**src/rtl/score_keeper.sv**
```systemverilog
// ---------------------------------------------------------------------------
// score_keeper
//
// Penalty shoot-out referee. Counts alternating player/enemy shots, keeps
// both scores and decides the winner once the match is settled. The score
// outputs feed the score text ROM directly, so they stay within 0..5.
//
// Parameters
//   SHOTS_PER_SIDE  regulation shots per side (1..5)
//
// Optional feature macro
//   EARLY_FINISH_EN  when defined, the match ends as soon as one side can no
//                    longer be caught; otherwise every side takes all shots.
//
// Ports
//   clk           in   system clock, rising edge
//   rst           in   asynchronous active-high reset
//   start_game    in   1-cycle pulse: clear everything and start a match
//   shot_valid    in   1-cycle pulse: a shot has finished
//   shot_goal     in   qualifies shot_valid: 1 = goal, 0 = saved/missed
//   score_player  out  player goals
//   score_enemy   out  enemy goals
//   shots_player  out  player shots taken
//   shots_enemy   out  enemy shots taken
//   shooter       out  side due to shoot: 0 = player, 1 = enemy
//   game_over     out  high while the result is shown
//   result        out  00 none, 01 player win, 10 enemy win, 11 draw
// ---------------------------------------------------------------------------
module score_keeper #(
  parameter int SHOTS_PER_SIDE = 5
) (
  input  logic       clk,
  input  logic       rst,
  input  logic       start_game,
  input  logic       shot_valid,
  input  logic       shot_goal,
  output logic [2:0] score_player,
  output logic [2:0] score_enemy,
  output logic [2:0] shots_player,
  output logic [2:0] shots_enemy,
  output logic       shooter,
  output logic       game_over,
  output logic [1:0] result
);

  typedef enum logic [1:0] {
    IDLE,
    PLAYER_SHOT,
    ENEMY_SHOT,
    RESULT
  } state_t;

  localparam logic [2:0] SHOTS_N3 = 3'(SHOTS_PER_SIDE);

  state_t     state_q, state_d;
  logic [2:0] score_player_q, score_player_d;
  logic [2:0] score_enemy_q,  score_enemy_d;
  logic [2:0] shots_player_q, shots_player_d;
  logic [2:0] shots_enemy_q,  shots_enemy_d;
  logic [1:0] result_q,       result_d;

  // Final verdict once both sides have taken all their shots.
  function automatic logic [1:0] final_code(input logic [2:0] sp,
                                            input logic [2:0] se);
    if (sp > se)      final_code = 2'b01;
    else if (sp < se) final_code = 2'b10;
    else              final_code = 2'b11;
  endfunction

`ifdef EARLY_FINISH_EN
  localparam logic [3:0] SHOTS_N4 = 4'(SHOTS_PER_SIDE);

  logic [1:0] early_code;

  // A side has won early when its score beats the best score the other side
  // could still reach with its remaining shots. A draw is never early.
  function automatic logic [1:0] early_decision(input logic [2:0] sp,
                                                input logic [2:0] se,
                                                input logic [2:0] shp,
                                                input logic [2:0] she);
    logic [3:0] player_reach;
    logic [3:0] enemy_reach;
    player_reach = {1'b0, sp} + (SHOTS_N4 - {1'b0, shp});
    enemy_reach  = {1'b0, se} + (SHOTS_N4 - {1'b0, she});
    if ({1'b0, sp} > enemy_reach)      early_decision = 2'b01;
    else if ({1'b0, se} > player_reach) early_decision = 2'b10;
    else                                early_decision = 2'b00;
  endfunction
`endif

  always_ff @(posedge clk or posedge rst) begin
    if (rst) begin
      state_q        <= IDLE;
      score_player_q <= '0;
      score_enemy_q  <= '0;
      shots_player_q <= '0;
      shots_enemy_q  <= '0;
      result_q       <= '0;
    end else begin
      state_q        <= state_d;
      score_player_q <= score_player_d;
      score_enemy_q  <= score_enemy_d;
      shots_player_q <= shots_player_d;
      shots_enemy_q  <= shots_enemy_d;
      result_q       <= result_d;
    end
  end

  // start_game has priority over everything, including a shot in the same
  // cycle. Shots outside the two shooting states are dropped. The verdict is
  // computed from the post-shot values so it lands on the same edge.
  always_comb begin
    state_d        = state_q;
    score_player_d = score_player_q;
    score_enemy_d  = score_enemy_q;
    shots_player_d = shots_player_q;
    shots_enemy_d  = shots_enemy_q;
    result_d       = result_q;
`ifdef EARLY_FINISH_EN
    early_code     = 2'b00;
`endif

    if (start_game) begin
      state_d        = PLAYER_SHOT;
      score_player_d = '0;
      score_enemy_d  = '0;
      shots_player_d = '0;
      shots_enemy_d  = '0;
      result_d       = '0;
    end else begin
      case (state_q)
        PLAYER_SHOT: begin
          if (shot_valid) begin
            shots_player_d = shots_player_q + 3'd1;
            score_player_d = score_player_q + {2'b00, shot_goal};
            state_d        = ENEMY_SHOT;
`ifdef EARLY_FINISH_EN
            early_code = early_decision(score_player_d, score_enemy_q,
                                        shots_player_d, shots_enemy_q);
            if (early_code != 2'b00) begin
              state_d  = RESULT;
              result_d = early_code;
            end
`endif
          end
        end
        ENEMY_SHOT: begin
          if (shot_valid) begin
            shots_enemy_d = shots_enemy_q + 3'd1;
            score_enemy_d = score_enemy_q + {2'b00, shot_goal};
            if (shots_enemy_d == SHOTS_N3) begin
              state_d  = RESULT;
              result_d = final_code(score_player_q, score_enemy_d);
            end else begin
              state_d = PLAYER_SHOT;
`ifdef EARLY_FINISH_EN
              early_code = early_decision(score_player_q, score_enemy_d,
                                          shots_player_q, shots_enemy_d);
              if (early_code != 2'b00) begin
                state_d  = RESULT;
                result_d = early_code;
              end
`endif
            end
          end
        end
        default: ;
      endcase
    end
  end

  assign score_player = score_player_q;
  assign score_enemy  = score_enemy_q;
  assign shots_player = shots_player_q;
  assign shots_enemy  = shots_enemy_q;
  assign result       = result_q;
  assign shooter      = (state_q == ENEMY_SHOT);
  assign game_over    = (state_q == RESULT);

endmodule

```
**config.mk**
```make
export PLATFORM = sky130hd
export DESIGN_NAME = score_keeper
export DESIGN_NICKNAME = d
export VERILOG_FILES = /design/src/rtl/score_keeper.sv
export SDC_FILE = /design/constraint.sdc
export NUM_CORES = 1
export LEC_CHECK = 0
export CAP_MARGIN = 20
export CORE_ASPECT_RATIO = 1.4
export CORE_MARGIN = 2
export CORE_UTILIZATION = 39
export DETAILED_ROUTE_END_ITERATION = 8
export DONT_BUFFER_PORTS = 1
export GPL_TIMING_DRIVEN = 0
export MAX_ROUTING_LAYER = met4
export RECOVER_POWER = 50
export SLEW_MARGIN = 25
export SYNTH_ARGS = -nofsm -noshare
export SYNTH_HDL_FRONTEND = slang
export SYNTH_SLANG_ARGS = --single-unit
```
**constraint.sdc**
```tcl
create_clock -name clk -period 2 [get_ports clk]
set_input_delay 0.2 -clock clk [delete_from_list [all_inputs] [get_ports clk]]
set_output_delay 0.2 -clock clk [all_outputs]
set_load 0.03 [all_outputs]
```
After elaboration in Yosys (flattened, before gate mapping)
Cells that the tools add are included.
Operators by class
  $add $sub $neg: 4
  multiply operators: 0
  divide/modulo/power cells: 0
  order comparisons: 2
  equal/unequal tests: 6
  shift-type cells: 0
  mux-type cells: 23
  bitwise operators: 0
  reduce and logical (&&, ||, !) cells: 9
Operators with widths (number)
  two-way mux 3 bit: 12
  two-way mux 2 bit: 9
  nonzero test 2 bit: 4
  adder 3 x 1 -> 3 bit: 2
  adder 3 x 1 -> 3 bit (second input constant): 2
  inequality test 3 bit (second input constant): 2
  AND reduction 3 bit: 2
  == test 2 bit (second input constant): 2
  one-hot mux 2 bit (2 select lines): 1
  AND reduction 2 bit: 2
  == test 3 bit (second input constant): 1
  > comparator 3 bit: 1
  < comparator 3 bit: 1
  nonzero test 3 bit: 1
  == test 2 x 1 -> 1 bit (second input constant): 1
  two-way mux 1 bit: 1
Word-level totals
  flip-flop bits (word level): 16
  bits in latches: 0
  bits in writable memories: 0
  ROM bits: 0
  output and inout port bits: 16
  memories: 0

Logic depth before layout (Yosys ltp)
Gate-level depths: netlist of the first run.
  depth after elaboration: 8
  gate-level depth with buffers: 7
  mapped depth without buffers: 7

Worst setup path after synthesis of the first run
No wires, ideal clock.
  path kind: register -> register
  start point: register score_enemy_q[0], in the netlist score_enemy[0]
  end point: register result_q[1], in the netlist result[1]
  data arrival time: 1.795 ns
  data required time: 1.904 ns
  path slack: 0.110 ns
  stages on the path, launching flop included: 8
  path buffers: 0
  period minus slack after synthesis: 1.890 ns
  cell sequence: dfrtp_1 > ha_1 > ha_1 > xnor2_1 > ha_1 > a21oi_1 > o21ai_0 > a311oi_2
Between the ends
  word-level cells in the longest chain between the ends: 7
Ends and longest elaborated chain
  from (decl): RTL line 57  | logic [2:0] score_enemy_q, score_enemy_d;
  from (signal assigned): RTL line 102  | score_enemy_q <= score_enemy_d;
  adder 3 x 1 -> 3 bit: RTL line 150  | score_enemy_d = score_enemy_q + {2'b00, shot_goal};
  > comparator 3 bit: RTL line 65  | if (sp > se) final_code = 2'b01;
  two-way mux 2 bit: RTL line 65
  two-way mux 2 bit: RTL line 151  | if (shots_enemy_d == SHOTS_N3) begin
  two-way mux 2 bit: RTL line 148  | if (shot_valid) begin
  two-way mux 2 bit: RTL line 131  | case (state_q)
  two-way mux 2 bit: RTL line 123  | if (start_game) begin
  to (signal assigned): RTL line 105  | result_q <= result_d;
  to (decl): RTL line 60  | logic [1:0] result_q, result_d;
No other way between the ends. The select of a mux whose other input is x is not followed.
A chain may end at the register's enable or synchronous reset.

Final worst setup path of the first run
Same ends and word-level chain as after synthesis.

==> results of run 1 <==
## repair_timing
item	4_1_cts	5_1_grt
setup buffers	0	1
pin swaps	0	5
setup endpoints to repair	2	2
endpoints found under the hold margin	16	0
gates resized for setup	1	7
hold buffers	1	0
## placed cells by master (no fill, tap or decap), drive strengths merged, types with 3 or more instances in the layout
cell	instances
a21oi	4
buf	4
clkbuf	7
dfrtp	16
ha	10
inv	5
mux2i	3
nand2	8
nand4b	4
nor2	9
xor2	6
## cells in the mapped netlist, drive strengths merged
library cell,number,area (um2)
o21ai,1,5.000
nor2,9,33.78
nand3,1,5.000
and3,1,11.26
nand2b,1,6.260
a21boi,1,7.510
xnor2,2,17.52
buf,4,25.02
o22ai,1,6.260
mux2i,3,30.03
and2,1,6.260
nor2b,2,12.51
xor2,6,52.55
dfrtp,16,400.4
and3b,1,8.760
a21oi,4,20.02
a211o,1,8.760
o21a,1,7.510
a31oi,2,12.51
clkbuf,2,8.750
inv,5,18.77
nand2,8,30.03
a311oi,1,15.01
nand4b,4,35.03
a211oi,1,7.510
ha,10,125.1
nand3b,2,27.53
## sequential cells by signal, summed over array words and instances (netlist names)
signal and flops:
result 2, score_enemy 3, score_player 3, shots_enemy 3, shots_player 3, state_q 2
## report_power, final
| part | switching, mW | internal [mW] | total (mW) | leakage, nW |
|---|---|---|---|---|
| clock | 0.106 | 0.111 | 0.216 | 0.0210 |
| combinational | 0.0511 | 0.0351 | 0.0862 | 0.261 |
| sequential | 0.0233 | 0.333 | 0.356 | 0.216 |
## metal layers
layer  part of all wire  vias to the layer above
met3              0.046                        2
met2               0.51                       13
li1                   -                      320
met4             0.0094                        0
met1               0.44                      300
met5                  0                        -
## worst paths after layout
path | end | slack, ps
setup / recovery | result[1] | 60
hold / removal | score_player[0] | 180
setup reg to reg | result[1] | 60
hold reg to reg | score_enemy[0] | 700
max in group asynchronous | score_enemy[0] | 1160
min in group asynchronous | score_player[0] | 410
## layout make-up
type                    count  area, um2  area share
clock buffers               4      36.28     0.03432
inverters                   5      18.77     0.01775
well taps                  23      28.78     0.02722
plain buffers               6      26.28     0.02485
repair buffers              2      17.52     0.01657
multi-input cells          64      528.0      0.4994
flip-flops and latches     16      401.6      0.3799
## cells by family (layout without fill, tap and decap cells)
| logic type | after synthesis | after routing |
|---|---|---|
| adder cells (fa/ha/maj) | 10 | 10 |
| XOR/XNOR | 8 | 8 |
| AO/OA/AOI/OAI | 13 | 13 |
| flip-flops | 16 | 16 |
| buffers and inverters | 11 | 17 |
| AND/OR/NAND/NOR | 30 | 30 |
| multiplexers | 3 | 3 |
## critical path: stages (launching register included)
cell and delay (ps):
dfrtp_2 510, ha_4 200, ha_4 160, xnor2_2 130
ha_1 350, a21oi_2 150, o21ai_1 100, a311oi_2 250
==> reports/metrics.cfg, run 1 <==
[place]
dp_slack_ps = -23.81
hpwl_um = 1382
gp_congestion = 0.8647
portBuffers = 0
dpl_cell_area_um2 = 973.4
dp_cells = 114

[clocking]
cts_root_buffer = clkbuf_4
cts.path.max_buffers = 2
path_clk_slew_ps = 100
cts_tree = built
clk_latency_ps = 290
clock_sinks = 16
htree_levels = 1
numCtsBuffers = 3

[floorplan]
die_x_um = 45.60
rows = 21
ios = 21
chipHeight_um = 62.23
die_area_mm2 = 0.002837
start_util = 0.4040
coreArea_mm2 = 0.002338

[logic_synthesis]
ys_warn_count = 0
netlist_instances = 91
synthDistinctLibCells = 31
synth_compound_area_frac = 0.09536
synth.area.mux_share = 0.03179
yosys.area_share.simple = 0.1868
synth_xor_area_frac = 0.07417
synth_top_family_by_area = simple AND/OR/NAND/NOR gates
ys_ff_latch = 16
synth.avg_cell_area_um2 = 10.38
synthAdderAreaFrac = 0.1325
seq_area_frac_synth = 0.4238
synth.net_count = 106
syn_area_um2 = 944.7

[finish]
nets = 113
fill_cells = 222
final_cell_count_no_fill = 120
area_delta_synth_final_pct = 11.92
drive_gt1_frac = 0.1649
antenna_cells = 0
fin_area_mm2 = 0.001057
utilization = 0.4521

[pwr]
power_leakage_nw = 0.4977
powerDensity_mw_per_mm2 = 623.0
p_total_mw = 0.6587
ir_drop_mv = 0.2795

[sta]
finalMaxSlewViolations = 0
maxSlewHeadroom = 0.5961
rsz0062_at_grt = true
fmax_mhz = 516.7
fin_ws_ps = 64.71
final-setup-viol-count = 0
worst_slew_pin_slew_ps = 605.2
final.setup.tns_ps = 0
finalHoldViolations = 0
fin_skew_ps = 3.952
finalCritPeriodShare = 0.9676
worst_hold_slack_ps = 182.4
period_needed_ps = 1935

[global_route]
antenna_found_initial = 0
grt_pass1_wl_um = 3277
grt_pass1_vias = 713
met2_usage = 0.2306
grt_use_total = 0.1565
top_usage_layer = met2
use_met1 = 0.1848
grt_start_max_net_pins = 17
grtUsageMet3 = 0.05523
overflow = 0

[route]
routedWlPerCell_um = 15.14
drc = 0
drt-total-wl_um = 1817
vias_per_cell = 5.292
postRouteAntennaNets = 0
vias = 635
dr.pass1.iters = 4
first_iter_violations = 8

[critical_path]
start_kind = flop
reg2reg_depth = 7
endpoint_kind = flop
path_class = reg -> reg
cp_max_fo = 3
setup.worst_path.start = score_enemy[0]
worstPathArrival_ps = 2140
timing.rr.start = score_enemy[0]
worstPathRequired_ps = 2200

[hold_path]
holdPathStages = 3
holdCritPathClass = in -> reg
min_from = shot_goal

[run]
drv_cap = 0

[outcome]
status = complete, no violations

Note: power is estimated with default switching activity, not from simulation.
==> run 2: changes to the inputs <==
CORE_MARGIN = unset   (was 2)
RECOVER_POWER = unset   (was 50)
==> run 2 against run 1 <==
Net effect:
- the run now ends with DRC left
- core utilization is 0.35 points higher
- critical path depth stayed put
- final cell count is 2.5% lower
- power is 7.7% lower
- combinational power is 0.7% higher
- sequential power hardly changed
- clock-buffer cell count is 1 lower
- register-to-register slack hardly changed
- clock power is 24% lower
- setup slack worse by 6.0 ps
- clock skew is 2.7 ps lower
- non-clock buffer count is 1 lower
- critical path type unchanged
- critical endpoint unchanged
==> reports/metrics.cfg, run 2 (same netlist as run 1, synthesis figures left out) <==
[sta]
worst_slew_pin_slew_ps = 633.1  ; +27.92 ps
final-setup-viol-count = 0  ; unchanged
fmax_mhz = 515.1  ; -0.31%
finalCritPeriodShare = 0.9706  ; +0.002981
maxSlewHeadroom = 0.5775  ; -0.01863
finalHoldViolations = 0  ; unchanged
rsz0062_at_grt = true
fin_skew_ps = 1.239  ; -2.713 ps
period_needed_ps = 1941  ; +5.962 ps
finalMaxSlewViolations = 0  ; unchanged

[hold_path]
whs_endpoint = score_player[0]
holdPathStages = 3  ; unchanged
holdCritPathClass = in -> reg
min_from = shot_goal

[finish]
final_cell_count_no_fill = 117  ; -2.5%
nets = 112  ; -0.88%
layout_common_cells = 15 x dfrtp_1, 10 x ha_1, 9 x nor2_1
area_delta_synth_final_pct = 7.417
fill_cells = 219  ; -1.4%
antenna_cells = 0  ; unchanged
utilization = 0.4556  ; +0.003505
drive_gt1_frac = 0.1368  ; -0.02811
final_common_cell = dfrtp_1

[place]
gp_congestion = 0.7613  ; -12%
dp_cells = 113  ; -0.88%
hpwl_um = 1349  ; -2.4%
portBuffers = 0  ; unchanged

[pwr]
p_total_mw = 0.6077  ; -7.7%
comb_power_share = 0.143  ; +0.012
power_leakage_nw = 0.4945  ; -0.65%
powerDensity_mw_per_mm2 = 598.9  ; -3.9%
sw_frac_of_total = 0.2803  ; +0.007187
seqPwrFrac = 0.585  ; +0.044
ir_drop_mv = 0.2835  ; +1.5%
clockPowerShare = 0.272  ; -0.056
switchingPower_mw = 0.1703  ; -5.3%
power.internal_mw = 0.4373  ; -8.7%

[global_route]
grt_pass1_wl_um = 3111  ; -5.1%
met2_usage = 0.2708  ; +0.04016
use_met1 = 0.1940  ; +0.009131
grt_use_total = 0.1640  ; +0.007465
grtUsageMet3 = 0.03021  ; -0.02502
grt_start_max_net_pins = 17  ; unchanged
overflow = 0  ; unchanged
top_usage_layer = met2
grt_pass1_vias = 706  ; -0.98%
antenna_found_initial = 0  ; unchanged

[route]
drt-total-wl_um = 1800  ; -0.94%
postRouteAntennaNets = 0  ; unchanged
drc = 1  ; +1
dr.pass1.iters = 6  ; +2
vias = 655  ; +3.1%
vias_per_cell = 5.598  ; +5.8%
first_iter_violations = 6  ; -2
routedWlPerCell_um = 15.38  ; +1.6%

[floorplan]
die_x_um = 43.60  ; -4.4%
chipHeight_um = 60.23  ; -3.2%
die_area_mm2 = 0.002626  ; -7.5%
coreArea_mm2 = 0.002227  ; -4.8%
rows = 20  ; -4.8%
ios = 21  ; unchanged
start_util = 0.4242  ; +0.02020

[critical_path]
path_class = reg -> reg
r2r-end = result[1]
rrSetupSlack_ps = 60  ; about the same
start_kind = flop
cp_max_fo = 3  ; unchanged
worstPathRequired_ps = 2190  ; about the same
worstPathArrival_ps = 2130  ; about the same
endpoint_kind = flop
reg2reg_depth = 7  ; unchanged
timing.rr.start = score_enemy[0]

[clocking]
clk_latency_ps = 280  ; about the same
postCtsSetupRepairBufs = 0  ; unchanged
clock_sinks = 16  ; unchanged
cts_root_buffer = clkbuf_4
cts_tree = built
numCtsBuffers = 3  ; unchanged
path_clk_slew_ps = 90  ; about the same
cts.path.max_buffers = 2  ; unchanged
htree_levels = 1  ; unchanged

[run]
drv_cap = 0  ; unchanged

[outcome]
violations = DRC
status = complete, but fails checks

## run 2: through the flow
| step | setup slack, ps | area (um2) | setup TNS (ps) | hold slack, ps |
|---|---|---|---|---|
| after CTS | 4.281 | 1006 | 0 | 191.2 |
| after global routing | -54.81 | 1015 | -54.81 | 210.6 |
| after global placement | -9.260 | 972.2 | -9.260 | 204.6 |
| after floorplan | 109.8 | 944.7 | 0 | 113.7 |
| final | 58.75 | 1015 | 0 | 200.7 |
| after detailed placement | -27.85 | 972.2 | -27.85 | 220.8 |
## run 2: worst max-delay path: stages, from the launching register on
cell      delay (ps)
dfrtp_2          490
ha_1             210
ha_1             210
xnor2_1          140
ha_1             330
a21oi_2          160
o21ai_0          110
a311oi_2         200
## run 2: final cells by class
cell class | instances | area, um2 | area share
Clock buffer | 3 | 22.52 | 0.02219
Multi-Input combinational cell | 64 | 500.5 | 0.4932
Sequential cell | 16 | 401.6 | 0.3958
Buffer | 6 | 33.78 | 0.03329
Tap cell | 22 | 27.53 | 0.02713
Inverter | 5 | 18.77 | 0.01850
Timing Repair Buffer | 1 | 10.01 | 0.009864
## run 2: metal layers
| metal | wire, um | up-vias |
|---|---|---|
| met5 | 0 | - |
| met4 | 10 | 0 |
| met3 | 77 | 2 |
| met2 | 929 | 15 |
| met1 | 783 | 318 |
| li1 | - | 320 |
## run 2: power groups by stage
| stage | Clock [mW] | Combinational (mW) | Sequential [mW] |
|---|---|---|---|
| final | 0.165 | 0.0868 | 0.356 |
| after global routing | 0.188 | 0.0983 | 0.357 |
| after CTS | 0.179 | 0.0879 | 0.356 |
| after detailed placement | 0 | 0.0859 | 0.362 |
| after global placement | 0 | 0.0834 | 0.362 |
| after floorplan | 0 | 0.0703 | 0.360 |
## run 2: repair_timing
item	4_1_cts	5_1_grt
hold buffers	1	0
endpoints found under the hold margin	16	0
resized for setup	1	2
endpoints found under the setup margin	1	2
## run 2: worst max path at each step
stage                               from   endpoint  slack [ps]  cells after the start
after floorplan           score_enemy[0]  result[1]         110                      7
after detailed placement  score_enemy[0]  result[1]         -30                      7
final                     score_enemy[0]  result[1]          60                      7
after global placement    score_enemy[0]  result[1]          -9                      7
after global routing      score_enemy[0]  result[1]         -50                      7
after CTS                 score_enemy[0]  result[1]           4                      7
==> run 3: changes to the inputs <==
CORE_ASPECT_RATIO = unset   (was 1.4)
==> run 3 against run 2 <==
Net effect:
- the flow now finishes without violations
- global-route usage rose by 1.0 points
- critical path depth unchanged
- first-iteration DRC count up 83%
- clock power rose by 5%
- wire length rose by 1.8%
- setup slack improved by 57 ps
- via count fell by 0.15%
- clock skew barely moved
- die area decreased by 0.10%
- power grew 1.3%
==> reports/metrics.cfg, run 3 (same netlist as run 1, synthesis figures left out) <==
[outcome]
status = complete, no violations

[floorplan]
die_area_mm2 = 0.002623  ; -0.10%
die_x_um = 51.22  ; +17%
coreArea_mm2 = 0.002255  ; +1.2%
ios = 21  ; unchanged
chipHeight_um = 51.22  ; -15%
rows = 17  ; -15%
start_util = 0.4190  ; -0.005178

[sta]
finalMaxSlewViolations = 0  ; unchanged
finalHoldViolations = 0  ; unchanged
fin_ws_ps = 115.5  ; +56.70 ps
fin_skew_ps = 0.7810  ; -0.4582 ps
final-setup-viol-count = 0  ; unchanged
rsz0062_at_grt = false
finalCritPeriodShare = 0.9423  ; -0.02835
fmax_mhz = 530.6  ; +3.0%
maxSlewHeadroom = 0.5764  ; -0.001096
worst_slew_pin_slew_ps = 634.7  ; +1.642 ps
period_needed_ps = 1885  ; -56.70 ps

[critical_path]
slowest_delay_ps = 500  ; about the same
setup.worst_path.start = score_enemy[0]
crit_slowest_cell = dfrtp_2
cp_max_fo = 3  ; unchanged
start_kind = flop
worstPathArrival_ps = 2090  ; -40 ps
worst-path-buf-inv = 0  ; unchanged
path_class = reg -> reg
endpoint_kind = flop
timing.rr.start = score_enemy[0]
cp_cell_sequence = ha_2, ha_2, xnor2_1, ha_1, nand2_1, o21a_1, a211oi_1
crit_family = adder cells
crit_path_frequent_cell = ha_2
worstPathRequired_ps = 2200  ; about the same

[pwr]
p_total_mw = 0.6156  ; +1.3%
power_leakage_nw = 0.4880  ; -1.3%
powerDensity_mw_per_mm2 = 602.2  ; +0.55%
ir_drop_mv = 0.4439  ; +57%

[hold_path]
min_from = shot_goal
holdCritPathClass = in -> reg

[clocking]
clk_latency_ps = 290  ; about the same
clock_sinks = 16  ; unchanged
numCtsBuffers = 3  ; unchanged
cts_tree = built
htree_levels = 1  ; unchanged
postCtsSetupRepairBufs = 0  ; unchanged
path_clk_slew_ps = 90  ; about the same
cts.path.max_buffers = 2  ; unchanged
cts_root_buffer = clkbuf_4

[finish]
layout_common_cells = 15 x dfrtp_1, 9 x nor2_1, 8 x nand2_1, 8 x ha_1, 6 x xor2_1
antenna_cells = 0  ; unchanged
drive_gt1_frac = 0.1474  ; +0.01053
fill_cells = 231  ; +5.5%
final_common_cell = dfrtp_1
nets = 112  ; unchanged
area_delta_synth_final_pct = 8.212

[route]
postRouteAntennaNets = 0  ; unchanged
first_iter_violations = 11  ; +5
dr.pass1.iters = 4  ; -2
vias_per_cell = 5.317  ; -5.0%
drc = 0  ; -1
vias = 654  ; -0.15%
drt-total-wl_um = 1833  ; +1.8%
routedWlPerCell_um = 14.90  ; -3.1%

[global_route]
grt_pass1_wl_um = 3180  ; +2.2%
grt_pass1_vias = 696  ; -1.4%
grt_start_max_net_pins = 17  ; unchanged
grt_use_total = 0.1744  ; +0.01040
overflow = 0  ; unchanged
antenna_found_initial = 0  ; unchanged

[place]
dp_slack_ps = -44.71  ; -16.86 ps
hpwl_um = 1344  ; -0.41%
gp_congestion = 0.7277  ; -4.4%
portBuffers = 0  ; unchanged

[run]
drv_cap = 0  ; unchanged

-- run 3: cell counts in the layout (fill, tap and decap cells not counted) --
No cell type changed its count.
-- run 3: layer usage --
metal,vias up,track usage,part of all wire
met5,-,-,0
met4,0,0.04054,0.0065
met3,2,0.08036,0.081
met2,20,0.2697,0.45
met1,312,0.2074,0.46
li1,320,-,-
-- run 3: through the flow --
step | area, um2 | cells | TNS [ps] | hold slack, ps | utilization
after floorplan | 944.7 | 91 | 0 | 113.7 | -
after global placement | 979.7 | 119 | -7.013 | 201.8 | 0.4345
after detailed placement | 979.7 | 119 | -44.71 | 212.3 | 0.4345
after CTS | 1017 | 123 | 0 | 190.5 | 0.4512
after global routing | 1022 | 123 | 0 | 188.5 | 0.4534
final | 1022 | 123 | 0 | 188.8 | 0.4534
-- run 3: final timing paths --
| check | cells after the start | slack (ps) | to |
|---|---|---|---|
| min in group asynchronous | 2 | 430 | shots_player[1] |
| worst max-delay path | 7 | 120 | result[0] |
| worst min register to register | 2 | 670 | score_enemy[0] |
| max in group asynchronous | 2 | 1120 | score_enemy[0] |
| worst min-delay path | 3 | 190 | score_player[0] |
| worst max register to register | 7 | 120 | result[0] |
-- run 3: worst reg2reg max path: cells and delay by family (launching register included) --
kind / cells / cell delay, ps
compound gates: 2 / 370
xor+xnor: 1 / 120
fa+ha+maj: 3 / 730
flops: 1 / 500
simple gates: 1 / 80
-- run 3: power breakdown --
part	internal (mW)	total [mW]	switching (mW)	leakage, nW
logic	0.0349	0.0868	0.0520	0.258
registers	0.333	0.356	0.0229	0.216
clock network	0.0700	0.173	0.103	0.0138
-- run 3: area by class of cell --
| cell class | count | area [um2] | share of cell area |
|---|---|---|---|
| buffer | 6 | 33.78 | 0.03305 |
| clock buffer | 3 | 22.52 | 0.02203 |
| inverter | 5 | 18.77 | 0.01836 |
| multi-input combinational | 64 | 500.5 | 0.4896 |
| sequential | 16 | 401.6 | 0.3929 |
| tap | 28 | 35.03 | 0.03427 |
| timing repair buffer | 1 | 10.01 | 0.009792 |
-- run 3: timing repair --
action / 4_1_cts / 5_1_grt
pin swaps: 0 / 2
endpoints found under the hold margin: 16 / 0
setup endpoints to repair: 1 / 2
hold buffers: 1 / 0
gates resized for setup: 2 / 3
